===== src/rtl/sprite_loader.sv =====
// Framed byte-stream loader: unpacks two 4-bit pixels per payload byte and issues
// sequential nibble writes into the sprite memory selected by the frame header.
module sprite_loader #(
  parameter int unsigned NUM_SPRITES = 16,
  parameter int unsigned DEPTH       = 1536,
  parameter int unsigned ADDR_W      = 11,
  parameter int unsigned SEL_W       = 4,
  parameter logic [7:0]  SYNC        = 8'hA5
) (
  input  logic              Clk,
  input  logic              Reset,
  input  logic [7:0]        in_data,
  input  logic              in_valid,
  output logic              in_ready,
  output logic [3:0]        wr_data,
  output logic [ADDR_W-1:0] wr_address,
  output logic              wr_en,
  output logic [SEL_W-1:0]  wr_sel,
  output logic              busy,
  output logic              done,
  output logic              error
);

  typedef enum logic [2:0] {
    S_IDLE    = 3'd0,
    S_SEL     = 3'd1,
    S_DATA_HI = 3'd2,
    S_DATA_LO = 3'd3,
    S_CHECK   = 3'd4
  } state_t;

  // Address of the high nibble of the final pixel pair.
  localparam logic [ADDR_W-1:0] LAST_PAIR = ADDR_W'(DEPTH - 2);

  state_t            state;
  state_t            state_nxt;
  logic              xfer;
  logic              idx_ok;
  logic [ADDR_W-1:0] addr;
  logic [7:0]        chk;
  logic [3:0]        lo_nib;

  assign xfer   = in_valid && in_ready;
  assign idx_ok = 32'(in_data) < NUM_SPRITES;

  // State register
  always_ff @(posedge Clk or posedge Reset) begin
    if (Reset) state <= S_IDLE;
    else       state <= state_nxt;
  end

  // Next-state logic
  always_comb begin
    state_nxt = state;
    unique case (state)
      S_IDLE:    if (xfer && (in_data == SYNC)) state_nxt = S_SEL;
      S_SEL:     if (xfer) state_nxt = idx_ok ? S_DATA_HI : S_IDLE;
      S_DATA_HI: if (xfer) state_nxt = S_DATA_LO;
      S_DATA_LO: state_nxt = (addr == LAST_PAIR) ? S_CHECK : S_DATA_HI;
      S_CHECK:   if (xfer) state_nxt = S_IDLE;
      default:   state_nxt = S_IDLE;
    endcase
  end

  // State-decoded outputs; the low-nibble cycle is the only one that refuses a byte
  always_comb begin
    in_ready = 1'b1;
    busy     = 1'b1;
    if (state == S_DATA_LO) in_ready = 1'b0;
    if (state == S_IDLE)    busy     = 1'b0;
  end

  // Registered write port, checksum accumulator and frame status
  always_ff @(posedge Clk or posedge Reset) begin
    if (Reset) begin
      wr_data    <= 4'd0;
      wr_address <= '0;
      wr_en      <= 1'b0;
      wr_sel     <= '0;
      done       <= 1'b0;
      error      <= 1'b0;
      addr       <= '0;
      chk        <= 8'd0;
      lo_nib     <= 4'd0;
    end else begin
      wr_en <= 1'b0;
      done  <= 1'b0;
      unique case (state)
        S_IDLE: begin
          if (xfer && (in_data == SYNC)) error <= 1'b0;
        end
        S_SEL: begin
          if (xfer) begin
            if (idx_ok) begin
              wr_sel <= SEL_W'(in_data);
              addr   <= '0;
              chk    <= 8'd0;
            end else begin
              error <= 1'b1;
            end
          end
        end
        S_DATA_HI: begin
          if (xfer) begin
            wr_en      <= 1'b1;
            wr_data    <= in_data[7:4];
            wr_address <= addr;
            lo_nib     <= in_data[3:0];
            chk        <= chk ^ in_data;
          end
        end
        S_DATA_LO: begin
          wr_en      <= 1'b1;
          wr_data    <= lo_nib;
          wr_address <= addr + ADDR_W'(1);
          addr       <= addr + ADDR_W'(2);
        end
        S_CHECK: begin
          if (xfer) begin
            if (in_data == chk) done  <= 1'b1;
            else                error <= 1'b1;
          end
        end
        default: ;
      endcase
    end
  end

endmodule


===== config.mk =====
export PLATFORM = sky130hd
export DESIGN_NAME = sprite_loader
export DESIGN_NICKNAME = d
export VERILOG_FILES = /design/src/rtl/sprite_loader.sv
export SDC_FILE = /design/constraint.sdc
export NUM_CORES = 1
export LEC_CHECK = 0
export ABC_AREA = 1
export CORE_AREA = 8 8 98 73
export CTS_CLUSTER_DIAMETER = 100
export DETAILED_ROUTE_END_ITERATION = 10
export DIE_AREA = 0 0 106 81
export PLACE_DENSITY = 0.63
export SLEW_MARGIN = 10
export SYNTH_ARGS = -nofsm -noshare
export SYNTH_HDL_FRONTEND = slang
export SYNTH_SLANG_ARGS = --single-unit

===== constraint.sdc =====
create_clock -name Clk -period 1.75 [get_ports Clk]
set_input_delay 0.525 -clock Clk [delete_from_list [all_inputs] [get_ports Clk]]
set_output_delay 0.525 -clock Clk [all_outputs]
set_load 0.01 [all_outputs]

# Yosys cells after proc, flatten, opt, wreduce, memory -nomap -nowiden

Index checks and enable logic that the tools add are counted.

Register bits after elaboration: 48
Bits of input ports: 11

Multiplexer cells: 31
Reductions and logical operators: 14
Magnitude comparators: 1
Bitwise logic cells: 1
Add/sub/neg operators: 2
Equal/unequal tests: 14

Operators by type and width:

| kind                  | count |
|---|---|
| $pmux 11 s2           | 2 |
| $mux 11               | 3 |
| $mux 8                | 3 |
| $pmux 8 s2            | 1 |
| $mux 3                | 5 |
| $pmux 3 s5            | 1 |
| $ne 2x2->1 const B    | 6 |
| $add 11x1->11 const B | 1 |
| $add 11x2->11 const B | 1 |
| $eq 11x11->1 const B  | 1 |
| $mux 1                | 11 |
| $eq 8x8->1            | 1 |
| $eq 8x8->1 const B    | 1 |
| $lt 8x5->1 const B    | 1 |
| $pmux 4 s2            | 1 |
| $reduce_and 4->1      | 2 |
| $xor 8x8->8           | 1 |
| $eq 3x2->1 const B    | 2 |
| $reduce_and 3->1      | 2 |
| $reduce_and 6->1      | 1 |
| $reduce_bool 2->1     | 3 |
| $mux 4                | 1 |
| $reduce_and 2->1      | 2 |
| $eq 3x1->1 const B    | 1 |
| 8 further kinds       | 9 |

# Logic depth before layout (Yosys ltp)

Gate-level depths: netlist (run 1).

Depth after elaboration: 6
Gate-level depth with buffers: 10
Gate-level depth less buffers: 10

# Least setup slack after synthesis (run 1)

No wires, ideal clock.

Kind: register to output
Start point: register state[2]
End point: output in_ready
Data required time: 1225 ps
Arrival: 892 ps
Buffers on the path: 1
Cell stages (with the launch flop): 4
Setup slack: 333 ps
Cell sequence: dfrtp_1 inv_1 nand3_4 buf_2

Cells in the longest elaborated chain, start to end: 2

Ends and longest elaborated chain:

| item                   | line | source |
|---|---|---|
| start, declared        | 35   | `state_t state;` |
| start signal, assigned | 49   | `else state <= state_nxt;` |
| $eq 3x2->1             | 69   | `if (state == S_DATA_LO) in_ready = 1'b0;` |
| $mux 1                 | 69   |  |
| end, declared          | 14   | `output logic in_ready,` |

Every way passes these cells.

# Final worst setup path (run 1)

Start point: register wr_en
End point: output wr_en

RTL lines:

| item                   | line | source |
|---|---|---|
| start, declared        | 17   | `output logic wr_en,` |
| start signal, assigned | 78   | `wr_en <= 1'b0;` |
| start signal, assigned | 86   | `wr_en <= 1'b0;` |
| start signal, assigned | 105  | `wr_en <= 1'b1;` |

No word-level cell between the ends.

==> results.tsv, run 1 <==
metric	value	unit
place_congestion	0.834	
multi_input_area	1090	um^2
portBuffers	34	
ys_seq_area_share	48.0	%
async_reset_ff_share	100	%
grt_max_degree	48	
ys_top_cells_by_area	dfrtp_1 (48%), nand2_1 (11%), o21ai_2 (5.4%), inv_1 (4.1%), nand2_2 (3.6%)	
vias	1994	
drive_gt1_share	28.2	%
setup_viol	0	
period_share	96.4	%
r2r_slack	0.10	ns
crit_path_start_kind	flop	
setup_slack	0.0632	ns
synth_largest_area_cell	dfrtp_1	
worstMarginPinSlew	0.316	ns
clkLatencyLatePin	0.31	ns
synth_edf_count	0	
fin_util	56.7	%
slew_headroom	78.8	%
core-area	5610	um^2
first_iter_violations	84	
synth_flop_cell	dfrtp_1	
path_buf_inv	1	
syn-num-nets	290	
antenna_found_initial	0	
whs_endpoint	error	
post_drt_wl_per_cell	13.5	um
timing.rr.start	state[0]	
cts_buffers	5	
fp.dieW	106	um
io_pins	35	
htree_num_levels	2	
hold_violations	0	
cts.path.max_buffers	2	
cts_num_sinks	47	
totalWireLength	5710	um
rr_worst_depth	7	
drc_errors	0	
setup.worst_path.class	reg2out	
drtPass1Iterations	4	
drv_cap	0	
postLayoutCellArea	3180	um^2
skew	0.00494	ns
p_per_area	1020	nW/um^2
irDropWorstVdd	416	uV
min_path_cells	2	
end_kind	primary output	
nets	359	
grt_pass1_wl	9940	um
yosysMostFrequentCell	nand2_1	
reg2reg_to	addr[4]	
status	finished, final reports clean	
layout_min_cycle_time	1.69	ns
fmax	593	MHz
grt_pass1_vias	2035	
p_leak	1.63	nW
root_buffer	clkbuf_8	
finalSetupTns	0	ns
syn-mean-instance-area	8.82	um^2
cts_tree	yes	
die_h	81	um
vias_per_cell	4.71	
synth_cell_type_count	33	
ant_nets	0	
seqCellArea	1180	um^2
hold_slack	0.472	ns
slew_viol_final	0	
netlist_area	2450	um^2
synthTopCellsByCount	nand2_1 (72), dfrtp_1 (47), inv_1 (27), nor2_1 (21), o21ai_2 (15)	
ys_ff_latch	47	
critPathTopFamily	buffers and inverters	
worst-endpoint-arrival	1.16	ns
cts_hold_buffers	0	
path_clk_slew	0.09	ns
cpMaxStageDelayCell	clkdlybuf4s50_1	
grt_usage	14.5	%
dpl-instance-area	3070	um^2
path_cells	clkdlybuf4s50_1	
synth_warnings	0	
start_util	43.7	%
syn-instance-count	278	
required	1.22	ns
hpwl	4280	um
antennaDiodeCount	0	
min-delay-start	error	
synth_top_cell_area_share	48.0	%
grt_overflow	0	
dieArea	8590	um^2
nFillCells	527	
max_stage_delay	0.53	ns
critPathMaxFanout	1	
syn_to_final_growth	29.9	%
hold_class	reg2reg	
num_rows	23	
post-place-ws	-0.197	ns
==> worst max-delay path by stage <==
stage | from | end | slack (ns) | depth (start not counted)
5_1_grt | state[2] | busy | -0.01 | 5
4_1_cts | wr_address[3] | wr_address[3] | 0.001 | 1
6_report | wr_en | wr_en | 0.06 | 1
2_1_floorplan | Reset | addr[10] | 0.11 | 1
3_5_place_dp | in_data[7] | chk[3] | -0.20 | 10
3_3_place_gp | in_data[7] | chk[0] | -0.17 | 10
==> worst reg2reg max path, cell delays in order, from the launching register on <==
cell and delay (ns):
dfrtp_1 0.40, buf_4 0.16, nand3_4 0.10, buf_4 0.25, nand2_2 0.10, nand2_2 0.08
a21boi_4 0.30, o22ai_1 0.13
==> per-stage QoR <==
stage	instances	power, mW
finish	423	3.26
detailed placement	412	2.55
global route	423	3.52
global placement	412	2.51
CTS	421	3.28
floorplan	278	2.19
==> repair_timing <==
item,4_1_cts,5_1_grt
resized for setup,25,8
endpoints found under the setup margin,18,9
pin swaps,1,2
buffers inserted,1,2
==> registers in the layout, indices dropped and copies added (netlist names) <==
name and flops:
wr_address 11, addr 10, chk 8, lo_nib 4
wr_data 4, wr_sel 4, state 3, done 1
error 1, wr_en 1
==> logic make-up after synthesis <==
| kind of cell | synth area share [%] |
|---|---|
| and+or+nand+nor | 28.8 |
| DFF | 48.0 |
| AOI/OAI and AO/OA | 11.5 |
| buffers and inverters | 7.96 |
| xor gates and xnor gates | 3.22 |
| adders and majority gates | 0.510 |
==> power by group <==
part	total, mW	internal (mW)	switching [mW]
combinational	1.11	0.470	0.636
clock	0.730	0.361	0.369
sequential	1.42	1.26	0.162
==> metal layers <==
metal | share of wire [%] | wire [um] | track usage, % | vias to the layer above
met2 | 42 | 2380 | 21.2 | 51
met1 | 51 | 2880 | 19.8 | 909
met3 | 5.6 | 321 | 3.87 | 11
li1 | - | - | - | 1023
met5 | 0 | 0 | 0 | -
met4 | 2.1 | 119 | 6.57 | 0
==> final cells by class <==
cell class / instances / area share, %
inverter: 34 / 4.25
sequential: 47 / 36.9
timing repair buffer: 68 / 18.6
tap: 75 / 2.95
multi-input combinational: 191 / 34.2
clock buffer: 8 / 3.14
==> placed cells by master, fill, tap and decap left out, types with 2 or more instances in the layout <==
master           netlist  layout
dfrtp_1               47      47
clkbuf_8               0       7
inv_2                  4       7
o21ai_1               11      11
dlymetal6s2s_1         0       5
xor2_1                 8       8
a31oi_1                3       3
buf_4                  1      33
nand3_1               12      11
o22ai_1                5       5
inv_4                  3       3
nor3_1                 5       5
o21ai_2               15      15
nand3_2                3       4
nand2_4                3       3
inv_1                 27      24
nand4_1                3       3
nor2_1                21      20
clkdlybuf4s50_1        0      11
nand3_4                2       2
dlygate4sd2_1          0      16
nand2_1               72      72
nand2_2               14      14
o21ai_0                3       3
buf_2                  2       2
nor2_2                 2       3
No activity file was read; power rests on OpenSTA's default activity.
==> run 2, diff against run 1 <==
- CAP_MARGIN: not set -> 20
==> results of run 2 <==
Final layout, timing and power as in run 1 (identical DEF).
